### config.mk
export PLATFORM = sky130hd
export DESIGN_NAME = shift_65b_rx_flat
export DESIGN_NICKNAME = d
export VERILOG_FILES = /design/src/rtl/shift_65b_rx_if.sv /design/src/rtl/shift_65b_rx.sv /design/src/flat_wrapper.sv
export SDC_FILE = /design/constraint.sdc
export NUM_CORES = 1
export LEC_CHECK = 0
export CORE_AREA = 2 2 108 136
export CTS_BUF_LIST = sky130_fd_sc_hd__clkbuf_2
export CTS_CLUSTER_DIAMETER = 80
export DETAILED_ROUTE_END_ITERATION = 16
export DIE_AREA = 0 0 110 138
export GPL_TIMING_DRIVEN = 0
export PLACE_DENSITY_LB_ADDON = 0.3
export SLEW_MARGIN = 20
export SYNTH_ARGS = -nofsm -noshare
export SYNTH_HDL_FRONTEND = slang
export SYNTH_SLANG_ARGS = --single-unit
### constraint.sdc
create_clock -name clk -period 1.9 [get_ports clk]
set_input_delay 0.19 -clock clk [delete_from_list [all_inputs] [get_ports clk]]
set_output_delay 0.19 -clock clk [all_outputs]
set_load 0.02 [all_outputs]
### src/rtl/shift_65b_rx_if.sv
// Serial link bundle between the load-and-shift transmitter side and the receiver.
// Carries the shared load strobe, the serial line and the received word/status.
// master = link driver / consumer of results, slave = the receiver block.
interface shift_65b_rx_if #(
    parameter int DATA_W = 64
);
    logic              start;
    logic              ser_in;
    logic [DATA_W-1:0] data_out;
    logic              data_valid;
    logic              frame_err;
    logic              busy;

    modport master (
        output start,
        output ser_in,
        input  data_out,
        input  data_valid,
        input  frame_err,
        input  busy
    );

    modport slave (
        input  start,
        input  ser_in,
        output data_out,
        output data_valid,
        output frame_err,
        output busy
    );
endinterface

### src/rtl/shift_65b_rx.sv
// Serial-to-parallel receiver: rebuilds a DATA_W-bit LSB-first frame and checks its 0 marker bit.
// Latency: data_valid/frame_err high in the cycle after edge k+DATA_W+2 (k = last start edge).
// No backpressure: the link is free-running; start always wins and aborts any frame in flight.
module shift_65b_rx #(
    parameter int DATA_W = 64
) (
    input  logic              clk,
    input  logic              rst_n,
    shift_65b_rx_if.slave     bus
);
    localparam int CW = $clog2(DATA_W + 1);
    // Counter value on the edge that captures the final data bit.
    localparam logic [CW-1:0] LAST_CNT = CW'(DATA_W - 1);

    typedef enum logic [1:0] {
        IDLE  = 2'd0,
        LOAD  = 2'd1,
        SHIFT = 2'd2,
        CHECK = 2'd3
    } state_t;

    state_t            state_q, state_d;
    logic [CW-1:0]     cnt_q, cnt_d;
    logic [DATA_W-1:0] shreg_q, shreg_d;
    logic [DATA_W-1:0] data_q, data_d;
    logic              vld_q, vld_d;
    logic              err_q, err_d;

    // State, counter, shift register and output registers.
    always_ff @(posedge clk or negedge rst_n) begin
        if (!rst_n) begin
            state_q <= IDLE;
            cnt_q   <= '0;
            shreg_q <= '0;
            data_q  <= '0;
            vld_q   <= 1'b0;
            err_q   <= 1'b0;
        end else begin
            state_q <= state_d;
            cnt_q   <= cnt_d;
            shreg_q <= shreg_d;
            data_q  <= data_d;
            vld_q   <= vld_d;
            err_q   <= err_d;
        end
    end

    // Next-state logic; start overrides everything, including the marker decision.
    always_comb begin
        state_d = state_q;
        cnt_d   = cnt_q;
        shreg_d = shreg_q;
        data_d  = data_q;
        vld_d   = 1'b0;
        err_d   = 1'b0;
        if (bus.start) begin
            state_d = LOAD;
            cnt_d   = '0;
        end else begin
            case (state_q)
                IDLE: begin
                    // Idle-high fill on the line is deliberately ignored.
                    state_d = IDLE;
                end
                LOAD: begin
                    // Line still carries stale data on this edge: no sample.
                    state_d = SHIFT;
                    cnt_d   = '0;
                end
                SHIFT: begin
                    shreg_d = {bus.ser_in, shreg_q[DATA_W-1:1]};
                    cnt_d   = cnt_q + CW'(1);
                    if (cnt_q == LAST_CNT) begin
                        state_d = CHECK;
                    end
                end
                CHECK: begin
                    if (!bus.ser_in) begin
                        data_d = shreg_q;
                        vld_d  = 1'b1;
                    end else begin
                        err_d  = 1'b1;
                    end
                    state_d = IDLE;
                end
                default: begin
                    state_d = IDLE;
                end
            endcase
        end
    end

    assign bus.data_out   = data_q;
    assign bus.data_valid = vld_q;
    assign bus.frame_err  = err_q;
    assign bus.busy       = (state_q != IDLE);
endmodule

### src/flat_wrapper.sv
// flat-port wrapper written by rule: the top's interface ports become plain ports
module shift_65b_rx_flat 
#(
    parameter int DATA_W = 64
)
  (clk, rst_n, bus_start, bus_ser_in, bus_data_out, bus_data_valid, bus_frame_err, bus_busy);
  shift_65b_rx_if #(.DATA_W(DATA_W)) bus_i ();
  input  logic clk;
  input  logic rst_n;
  input wire logic [$bits(bus_i.start)-1:0] bus_start;
  input wire logic [$bits(bus_i.ser_in)-1:0] bus_ser_in;
  output wire logic [$bits(bus_i.data_out)-1:0] bus_data_out;
  output wire logic [$bits(bus_i.data_valid)-1:0] bus_data_valid;
  output wire logic [$bits(bus_i.frame_err)-1:0] bus_frame_err;
  output wire logic [$bits(bus_i.busy)-1:0] bus_busy;
  assign bus_i.start = bus_start;
  assign bus_i.ser_in = bus_ser_in;
  assign bus_data_out = bus_i.data_out;
  assign bus_data_valid = bus_i.data_valid;
  assign bus_frame_err = bus_i.frame_err;
  assign bus_busy = bus_i.busy;
  shift_65b_rx #(.DATA_W(DATA_W)) u_core (.clk(clk), .rst_n(rst_n), .bus(bus_i));
endmodule
* Word level (Yosys, flattened, before mapping)
Cells that the tools add are included.
Word-level totals: register bits 139, word-level logic and storage cells 31
Cells by class: add/subtract/negate cells 1, equal/unequal tests 5, reduce and logical (&&, ||, !) cells 6, multiplexer cells 11, bitwise gates (word level) 2
Operators with widths (number):
- $pmux 7 s2 | 1
- $add 7x1->7 const B | 1
- $eq 7x6->1 const B | 1
- $mux 7 | 1
- $mux 1 | 6
- $pmux 2 s3 | 1
- $eq 2x2->1 const B | 2
- $mux 2 | 2
- $ne 3x2->1 const B | 1
- $reduce_and 3->1 | 1
- $reduce_bool 3->1 | 1
- $eq 2x1->1 const B | 1
- $logic_not 2->1 | 1
- $not 1->1 | 2
- $reduce_and 2->1 | 1
- $reduce_bool 2->1 | 1
- $reduce_or 2->1 | 1

* Longest topological paths before layout
Gate-level depths: netlist (run 1).
depth after elaboration 4, mapped depth 7

* Least setup slack after synthesis (run 1)
No wires, ideal clock.
kind register -> register, from register u_core.state_q[0], to register u_core.cnt_q[1], buffers on the path 2, stages on the path, launching flop included 7, path slack 0.418 ns, setup time 0.121 ns, arrival 1.361 ns, period minus slack after synthesis 1.482 ns, data required time 1.779 ns, path through dfrtp_1 -> inv_1 -> ha_1 -> nor2b_1 -> buf_2 -> buf_4 -> a22o_1
Between the ends: cells in the longest elaborated chain, start to end 3
Ends and longest elaborated chain:
- from (decl) | line shift_65b_rx.sv:22 | state_t state_q, state_d;
- from (signal assigned) | line shift_65b_rx.sv:39 | state_q <= state_d;
- $eq 2x2->1 or $eq 2x1->1 (tied branches) | line shift_65b_rx.sv:60 | case (state_q)
- $pmux 7 s2 | line shift_65b_rx.sv:60
- $mux 7 | line shift_65b_rx.sv:56 | if (bus.start) begin
- to (signal assigned) | line shift_65b_rx.sv:40 | cnt_q <= cnt_d;
- to (decl) | line shift_65b_rx.sv:23 | logic [CW-1:0] cnt_q, cnt_d;
Parallel ways exist; a longest one is shown, timed or not. A chain may end at the register's enable or synchronous reset.

* Final worst setup path (run 1)
from register u_core.state_q[0], to register u_core.data_q[14] (netlist: u_core.bus.data_out[14])
Between the ends: cells in the longest elaborated chain, start to end 2
Ends and longest elaborated chain:
- $eq 2x2->1 | line shift_65b_rx.sv:60
- $reduce_and 3->1 (no source line)
- to (signal assigned) | line shift_65b_rx.sv:42 | data_q <= data_d;
- to (decl) | line shift_65b_rx.sv:25 | logic [DATA_W-1:0] data_q, data_d;
No other way between the ends.

==> run summary, run 1 <==
Outcome = finished clean
Vias = 3525
Synth top area cells = dfrtp_1, nand2_1, mux2_1
Uppermost routed layer = met4
Detailed Place HPWL = 6990 µm
Layout cells sized above 1 = 12.6%
Final Max Tran Viols = 0
P&R area growth vs syn = 21.9%
Critical Path RT = 2.45 ns
Site Rows = 49
Net count after synthesis = 476
Async S/R FF share, synth = 100%
Initial antenna violation count = 1
Final Hold Fails = 0
Die Span Y = 138 µm
Antenna-violating nets left = 0
Core ar. = 14000 µm²
Leakage power = 4.18 nW
EDFF count, synth = 0
Number of global-route vias before repair = 3589
GRT overflow = 0
Synthesized cell area = 5430 µm²
Top post-synthesis cells by count = nand2_1, dfrtp_1, mux2_1
Initial Utilization = 38.7%
Unrepaired setup endpoints after global routing = false
Nets = 571
Metal-1 WL = 4680 µm
CTS tree = yes
Worst hold start = bus_ser_in
Most numerous cell in the Yosys netlist = nand2_1
Clk root buf = clkbuf_2
Pre-antenna DRT Iters = 4
Fillers = 1363
CP Launch Type = flip-flop
Max VDD drop = 0.000422 V
Sequential-to-total area share from yosys stat = 64.1%
Syn avg cell area = 11.7 µm²
CP Max Fanout = 10
Seq cells post-synth = 139
Reg2reg start = u_core.state_q[0]
Clk_skew = 0.0236 ns
Cell taking the most area after synthesis = dfrtp_1
Post-synthesis cell type count = 31
Final setup vio count = 0
Cells after Synth = 466
Initial drt markers = 113
Global-route wire length before repair = 17700 µm
CP Class = flip-flop to flip-flop
Num CTS Buffers = 17
Crit share post-route = 95.6%
Power per cell area = 816 nW/µm²
Worst skew pair latency = 0.65 ns
Setup slack after layout = 0.0835 ns
Crit. End Element = flip-flop
H-tree Lvls = 4
Crit path time final = 1.82 ns
Routability congestion estimate = 0.747
Fin Hold WS = 0.182 ns
PortBufs = 69
Max-cap violations = 0
TritonCTS sink count = 139
Max Fclk = 551 MHz
Vias per inst = 4.69
Max Buffers Root-to-Sink = 2
Post-DR wirelength/cell = 13.9 µm
Synth Warn # = 0
Worst-path clk slew = 0.18 ns
Die ar. = 15200 µm²
Drt drc = 0
Total GRT Usage = 15.0%
DR WL met3 = 358 µm
Rel. slew slack = 68.9%
Top cell type's share of synthesized area = 64.1%
# IOs = 71
Ys flop type = dfrtp_1
Critical path arrival = 2.37 ns
Critical path origin = u_core.state_q[0]
Slew @ Worst Pin = 0.467 ns
Drt total wl = 10500 µm
Die width = 110 µm
DR WL met2 = 5220 µm
Post-Place Setup Slack = 0.110 ns
Largest net degree at the start of global routing = 88
Hold Path Class = primary input to flip-flop
[registers in the layout (all words and copies together), names as in the netlist]
| register | flops |
|---|---|
| u_core.bus.data_out | 64 |
| u_core.state_q | 2 |
| u_core.bus.frame_err | 1 |
| u_core.shreg_q | 64 |
| u_core.bus.data_valid | 1 |
| u_core.cnt_q | 7 |
[cell usage in the layout, fill, tap and decap left out, types with 2 or more instances in the layout]
cell            netlist  layout
buf_2                13      14
nand2b_1              2       2
mux2_2               15      15
ha_1                  6       6
clkbuf_2              0      20
clkinvlp_4            0       2
clkbuf_1              2       2
buf_4                 1       4
nand3_1               4       4
inv_1                 4       4
mux2i_1               2       2
mux2_1               49      49
buf_6                 2       2
dlygate4sd3_1         0       3
clkinv_2              0       4
dfrtp_1             139     139
clkinv_1              0       4
nor2_1                2       2
nand2_1             197     197
buf_8                 5       6
dlygate4sd2_1         0      40
a21oi_1               4       4
o21ai_0               4       4
nor2b_1               2       2
dlymetal6s2s_1        0      26
[worst paths after layout]
check	endpoint	slack, ns	depth (start not counted)
max	u_core.bus.data_out[14]	0.08	7
min	u_core.shreg_q[63]	0.18	3
max reg2reg	u_core.bus.data_out[14]	0.08	7
min reg2reg	u_core.bus.data_out[48]	0.50	1
max in group asynchronous	u_core.shreg_q[63]	0.62	4
min in group asynchronous	u_core.bus.data_out[29]	0.55	3
[critical path, stage by stage, from the launching register on]
cell	delay (ns)
dfrtp_1	0.39
buf_4	0.10
buf_4	0.11
ha_1	0.16
nor3b_2	0.21
buf_6	0.23
buf_8	0.17
mux2_1	0.34
[per-layer routing]
metal	global-route usage [%]	vias up
li1	-	1687
met5	0	-
met4	5.80	0
met1	18.8	1759
met3	4.34	17
met2	24.1	62
[where the power goes]
part	internal (mW)	total, mW	switching, mW
logic	0.307	0.811	0.504
registers	3.07	3.14	0.0710
clock network	0.451	1.45	0.997
total	3.83	5.40	1.57
[through the flow]
stage	cells	utilization (%)	power, mW	area (µm²)	setup TNS, ns
CTS	750	46.7	5.48	6550	0
finish	752	47.2	5.40	6620	0
floorplan	466	-	3.69	5430	0
detailed placement	714	45.4	4.03	6380	0
global route	752	47.2	5.73	6620	0
global placement	713	45.2	3.99	6340	-649.42
[kinds of logic after synthesis]
family	share of synthesized area (%)
simple gates	15.9
flops	64.1
mux	13.6
fa+ha+maj	1.38
compound gates	1.47
buf+inv	3.55
[repair_timing]
| item | CTS | global route |
|---|---|---|
| hold buffers | 3 | 0 |
| pin swaps | 0 | 0 |
| gates resized for setup | 43 | 27 |
| setup buffers | 2 | 1 |
| setup endpoints to repair | 41 | 27 |
| endpoints found under the hold margin | 150 | 0 |
[layout make-up]
type	instances	area, µm²	area share, %
inverters	4	15.0	0.227
plain buffers	23	178	2.68
diodes	1	2.50	0.0378
flip-flops and latches	139	3480	52.5
repair buffers	76	786	11.9
clock buffers	20	100	1.51
well taps	178	223	3.36
multi-input cells	300	1760	26.6
clock inverters	11	80.1	1.21
Power figures use the tool's default switching activity.
==> inputs of run 2 (changes only) <==
--- a/config.mk
+++ b/config.mk
@@ -10,7 +10,7 @@
 export CTS_CLUSTER_DIAMETER = 80
 export DETAILED_ROUTE_END_ITERATION = 16
 export DIE_AREA = 0 0 110 138
-export GPL_TIMING_DRIVEN = 0
+export GPL_TIMING_DRIVEN = 1
 export PLACE_DENSITY_LB_ADDON = 0.3
 export SLEW_MARGIN = 20
 export SYNTH_ARGS = -nofsm -noshare
==> run summary, run 2 (synthesis gave the netlist of run 1 again) <==
Most frequent cells in the layout = nand2_1, dfrtp_1, dlygate4sd2_1 (was nand2_1, dfrtp_1, mux2_1)
Largest net degree at the start of global routing = 53 (was 88)
Final Max Tran Viols = 0 (unchanged)
Drt drc = 0 (unchanged)
Max Buffers Root-to-Sink = 2 (unchanged)
Power Internal = 4.23 mW (was 3.83 mW)
Post-route design area = 6600 µm² (was 6620 µm²)
H-tree Lvls = 4 (unchanged)
Pre-antenna DRT Iters = 4 (unchanged)
Worst skew pair latency = 0.68 ns (was 0.65 ns)
Switching share of total power = 28.0% (was 29.1%)
Detailed Place HPWL = 6300 µm (was 6990 µm)
Slew @ Worst Pin = 0.487 ns (was 0.467 ns)
Most common cell after layout, fill and taps aside = nand2_1 (unchanged)
CP cell instances = inv_2 -> ha_1 -> inv_1 -> buf_4 (was buf_4 -> buf_4 -> ha_1 -> nor3b_2 -> buf_6 -> buf_8 -> mux2_1)
Hold Path Sink = u_core.shreg_q[63] (unchanged)
Hold Path Class = primary input to flip-flop (unchanged)
Clock share of power = 33.1% (was 26.8%)
Slowest CP cell = dfrtp_1 (unchanged)
Post-DR wirelength/cell = 13.3 µm (was 13.9 µm)
Worst-path clk slew = 0.21 ns (was 0.18 ns)
Drt total wl = 9840 µm (was 10500 µm)
P&R area growth vs syn = 21.5% (was 21.9%)
Max VDD drop = 0.000313 V (was 0.000422 V)
Nets = 558 (was 571)
Reg2reg start = u_core.state_q[0] (unchanged)
Vias = 3470 (was 3525)
Fin Hold WS = 0.163 ns (was 0.182 ns)
Outcome = finished clean (unchanged)
Initial drt markers = 216 (was 113)
Crit path time final = 1.75 ns (was 1.82 ns)
Worst hold start = bus_ser_in (unchanged)
Power per cell area = 890 nW/µm² (was 816 nW/µm²)
Register share of total power = 53.8% (was 58.2%)
Switching power = 1.64 mW (was 1.57 mW)
Critical R2R Capture = u_core.bus.data_out[46] (was u_core.bus.data_out[14])
Global-route wire length before repair = 17200 µm (was 17700 µm)
Initial Utilization = 38.7% (unchanged)
CTS tree = yes (unchanged)
Crit. End Element = primary output (was flip-flop)
Num CTS Buffers = 17 (unchanged)
Vias per inst = 4.69 (about the same)
Number of global-route vias before repair = 3551 (was 3589)
Max Fclk = 571 MHz (was 551 MHz)
PortBufs = 70 (was 69)
Critical Path RT = 1.71 ns (was 2.45 ns)
Die width = 110 µm (unchanged)
Core ar. = 14000 µm² (unchanged)
CP Class = flip-flop to primary output (was flip-flop to flip-flop)
Reg2Reg Setup Slack = 0.24 ns (was 0.08 ns)
Die ar. = 15200 µm² (unchanged)
Final setup vio count = 0 (unchanged)
# IOs = 71 (unchanged)
Critical path origin = u_core.state_q[0] (unchanged)
Clk_skew = 0.0266 ns (was 0.0236 ns)
Fillers = 1318 (was 1363)
Total GRT Usage = 14.4% (was 15.0%)
Site Rows = 49 (unchanged)
Comb power frac = 13.1% (was 15.0%)
Placed inst area = 6330 µm² (was 6380 µm²)
Layout cells sized above 1 = 12.1% (was 12.6%)
Routability congestion estimate = 0.776 (was 0.747)
Die Span Y = 138 µm (unchanged)
Crit share post-route = 92.2% (was 95.6%)
Leakage power = 3.86 nW (was 4.18 nW)
Final Hold Fails = 0 (unchanged)
Clk root buf = clkbuf_2 (unchanged)
GRT overflow = 0 (unchanged)
Critical path arrival = 1.56 ns (was 2.37 ns)
CP max stage delay = 0.45 ns (was 0.39 ns)
Rel. slew slack = 67.4% (was 68.9%)
Antenna-violating nets left = 0 (unchanged)
TritonCTS sink count = 139 (unchanged)
R2R cell count = 4 (was 7)
Max-cap violations = 0 (unchanged)
Initial antenna violation count = 1 (unchanged)
CP Max Fanout = 4 (was 10)
Hold path depth = 3 (unchanged)
CP Launch Type = flip-flop (unchanged)
run 2: through the flow:
stage	power (mW)	TNS, ns	utilization, %	worst slack (ns)	std cells
5_1_grt	6.21	-0.0124	47.0	-0.0124	740
4_1_cts	5.95	0	46.8	0.00462	738
3_5_place_dp	4.01	0	45.1	0.132	703
2_1_floorplan	3.69	0	-	0.418	466
6_report	5.87	0	47.0	0.147	740
3_3_place_gp	3.99	0	45.1	0.151	703
run 2: worst max-delay path by stage:
stage	to
final	bus_busy
after floorplan	u_core.cnt_q[1]
after CTS	bus_data_out[3]
after detailed placement	u_core.bus.data_out[46]
after global placement	u_core.bus.data_out[63]
after global routing	bus_busy
run 2: cell type report:
type / instances / area (µm²) / share of cell area (%)
flip-flops and latches: 139 / 3480 / 52.7
diodes: 1 / 2.50 / 0.0379
well taps: 178 / 223 / 3.37
clock inverters: 15 / 195 / 2.96
repair buffers: 86 / 827 / 12.5
multi-input cells: 300 / 1770 / 26.9
inverters: 4 / 15.0 / 0.227
clock buffers: 17 / 85.1 / 1.29
run 2: worst max-delay path, delay by kind of cell, from the launching register on:
family	cells	cell delay, ns
adders and majority gates	1	0.20
buffers and inverters	3	0.25
DFF	1	0.45
run 2: power groups by stage:
stage | sequential, mW | clock (mW) | combinational (mW)
after floorplan | 3.25 | 0 | 0.445
after global placement | 3.21 | 0 | 0.779
after detailed placement | 3.22 | 0 | 0.793
after CTS | 3.16 | 2.02 | 0.769
after global routing | 3.18 | 2.17 | 0.851
final | 3.16 | 1.94 | 0.767
run 2: what timing repair did:
action / CTS / global route
setup buffers: 0 / 1
endpoints found under the setup margin: 63 / 5
resized for setup: 66 / 8
hold endpoints to repair: 139 / 0
hold buffers: 3 / 0
run 2: metal layers:
layer	vias up	part of all wire, %	track usage (%)
met5	-	0	0
met4	0	1.5	4.40
met3	10	4.5	4.86
met2	60	49	22.8
met1	1729	45	18.7
li1	1671	-	-
==> inputs of run 3 (changes only) <==
--- a/config.mk
+++ b/config.mk
@@ -5,11 +5,11 @@
 export SDC_FILE = /design/constraint.sdc
 export NUM_CORES = 1
 export LEC_CHECK = 0
-export CORE_AREA = 2 2 108 136
+export CORE_AREA = 10 10 116 144
 export CTS_BUF_LIST = sky130_fd_sc_hd__clkbuf_2
 export CTS_CLUSTER_DIAMETER = 80
 export DETAILED_ROUTE_END_ITERATION = 16
-export DIE_AREA = 0 0 110 138
+export DIE_AREA = 0 0 126 154
 export GPL_TIMING_DRIVEN = 1
 export PLACE_DENSITY_LB_ADDON = 0.3
 export SLEW_MARGIN = 20
==> run summary, run 3 (synthesis gave the netlist of run 1 again) <==
Outcome = finished clean (unchanged)
Critical path arrival = 2.37 ns (was 1.56 ns)
Register share of total power = 53.4% (was 53.8%)
CP Max Fanout = 46 (was 4)
Largest net degree at the start of global routing = 50 (was 53)
Initial Utilization = 39.3% (was 38.7%)
CTS tree = yes (unchanged)
CP Launch Type = flip-flop (unchanged)
Worst skew pair latency = 0.67 ns (was 0.68 ns)
Layout cells sized above 1 = 11.9% (was 12.1%)
Drt total wl = 10400 µm (was 9840 µm)
Max-cap violations = 0 (unchanged)
Clock share of power = 33.0% (was 33.1%)
Most frequent cells in the layout = nand2_1, dfrtp_1, dlygate4sd2_1 (unchanged)
Core ar. = 13800 µm² (was 14000 µm²)
Vias = 3426 (was 3470)
R2R cell count = 5 (was 4)
Final setup vio count = 0 (unchanged)
GRT overflow = 0 (unchanged)
Leakage power = 3.81 nW (was 3.86 nW)
Hold path depth = 3 (unchanged)
Num CTS Buffers = 17 (unchanged)
Fin cells = 738 (was 740)
Hold Path Class = primary input to flip-flop (unchanged)
Max Buffers Root-to-Sink = 2 (unchanged)
Initial drt markers = 169 (was 216)
Detailed Place HPWL = 7000 µm (was 6300 µm)
TritonCTS sink count = 139 (unchanged)
Rel. slew slack = 68.0% (was 67.4%)
Max VDD drop = 0.000352 V (was 0.000313 V)
P&R area growth vs syn = 21.2% (was 21.5%)
Worst hold start = bus_ser_in (unchanged)
Setup TNS Final = 0 ns (unchanged)
Setup slack after layout = 0.0907 ns (was 0.147 ns)
PortBufs = 70 (unchanged)
Clk root buf = clkbuf_2 (unchanged)
Routability congestion estimate = 0.723 (was 0.776)
Most common cell after layout, fill and taps aside = nand2_1 (unchanged)
Max Fclk = 553 MHz (was 571 MHz)
Power Internal = 4.24 mW (was 4.23 mW)
CP Class = flip-flop to flip-flop (was flip-flop to primary output)
Site Rows = 48 (was 49)
Pre-antenna DRT Iters = 4 (unchanged)
Final Hold Fails = 0 (unchanged)
Vias per inst = 4.64 (was 4.69)
Worst-path clk slew = 0.22 ns (was 0.21 ns)
Antenna-violating nets left = 0 (unchanged)
Clk_skew = 0.0320 ns (was 0.0266 ns)
Global-route wire length before repair = 18200 µm (was 17200 µm)
Switching power = 1.66 mW (was 1.64 mW)
Placed inst area = 6350 µm² (was 6330 µm²)
Crit. End Element = flip-flop (was primary output)
H-tree Lvls = 4 (unchanged)
Post-Place Setup Slack = 0.111 ns (was 0.132 ns)
Placed instance count = 701 (was 703)
Unrepaired setup endpoints after global routing = false
Switching share of total power = 28.1% (was 28.0%)
Die Span Y = 154 µm (was 138 µm)
Final Max Tran Viols = 0 (unchanged)
Crit path time final = 1.81 ns (was 1.75 ns)
Total GRT Usage = 11.3% (was 14.4%)
Number of global-route vias before repair = 3586 (was 3551)
# IOs = 71 (unchanged)
Critical R2R Capture = u_core.bus.data_out[29] (was u_core.bus.data_out[46])
Initial antenna violation count = 1 (unchanged)
Critical Path RT = 2.47 ns (was 1.71 ns)
Die ar. = 19400 µm² (was 15200 µm²)
Power per cell area = 896 nW/µm² (was 890 nW/µm²)
Crit share post-route = 95.2% (was 92.2%)
Drt drc = 0 (unchanged)
Nets = 559 (was 558)
Post-DR wirelength/cell = 14.1 µm (was 13.3 µm)
Comb power frac = 13.6% (was 13.1%)
Post-route design area = 6580 µm² (was 6600 µm²)
Die width = 126 µm (was 110 µm)
Slew @ Worst Pin = 0.480 ns (was 0.487 ns)
Hold Path Sink = u_core.shreg_q[63] (unchanged)
Reg2reg start = u_core.state_q[0] (unchanged)
Reg2Reg Setup Slack = 0.09 ns (was 0.24 ns)
[run 3: worst max-delay path, cell delays in order (launching register included)]
cell and delay (ns):
dfrtp_1 0.43, buf_4 0.13, ha_1 0.17, nor3b_4 0.27, buf_12 0.29, mux2_2 0.37
[run 3: layout make-up]
cell class                 count  area (µm²)
clock inverter                15         195
antenna                        1        2.50
sequential                   139        3480
fill                        1327        7230
inverter                       4        15.0
multi-input combinational    300        1770
clock buffer                  17        85.1
timing repair buffer          87         812
tap                          175         219
[run 3: worst max path at each step]
stage                                 start  slack (ns)                 endpoint  depth (start not counted)
after CTS                 u_core.state_q[0]        0.05                 bus_busy                          4
after global placement            bus_start        0.15  u_core.bus.data_out[29]                          4
after floorplan           u_core.state_q[0]        0.42          u_core.cnt_q[1]                          6
after global routing      u_core.state_q[1]       0.001                 bus_busy                          4
final                     u_core.state_q[0]        0.09  u_core.bus.data_out[29]                          5
after detailed placement          bus_start        0.11  u_core.bus.data_out[33]                          4
[run 3: metal layers]
| layer | up-vias | part of all wire, % | track usage [%] |
|---|---|---|---|
| met5 | - | 0 | 0 |
| met4 | 0 | 1.4 | 4.73 |
| met3 | 12 | 4.8 | 3.82 |
| met2 | 57 | 50 | 18.4 |
| met1 | 1679 | 44 | 13.4 |
| li1 | 1678 | - | - |
[run 3: what timing repair did]
action | 4_1_cts | 5_1_grt
hold buffers | 2 | 0
buffers inserted | 2 | 0
setup endpoints to repair | 67 | 1
endpoints found under the hold margin | 139 | 0
gates resized for setup | 70 | 2
[run 3: power by group through the flow]
| stage | Clock [mW] | Sequential [mW] | Combinational (mW) |
|---|---|---|---|
| detailed placement | 0 | 3.22 | 0.814 |
| floorplan | 0 | 3.25 | 0.445 |
| global route | 2.18 | 3.16 | 0.889 |
| finish | 1.95 | 3.15 | 0.803 |
| global placement | 0 | 3.21 | 0.792 |
| CTS | 2.03 | 3.15 | 0.817 |
[run 3: stage by stage]
stage	hold WS (ns)	power (mW)	util (%)
6_report	0.170	5.90	47.6
5_1_grt	0.0922	6.23	47.6
4_1_cts	0.0658	6.00	47.6
3_5_place_dp	0.169	4.03	46.0
3_3_place_gp	0.165	4.00	46.0
2_1_floorplan	-0.106	3.69	-
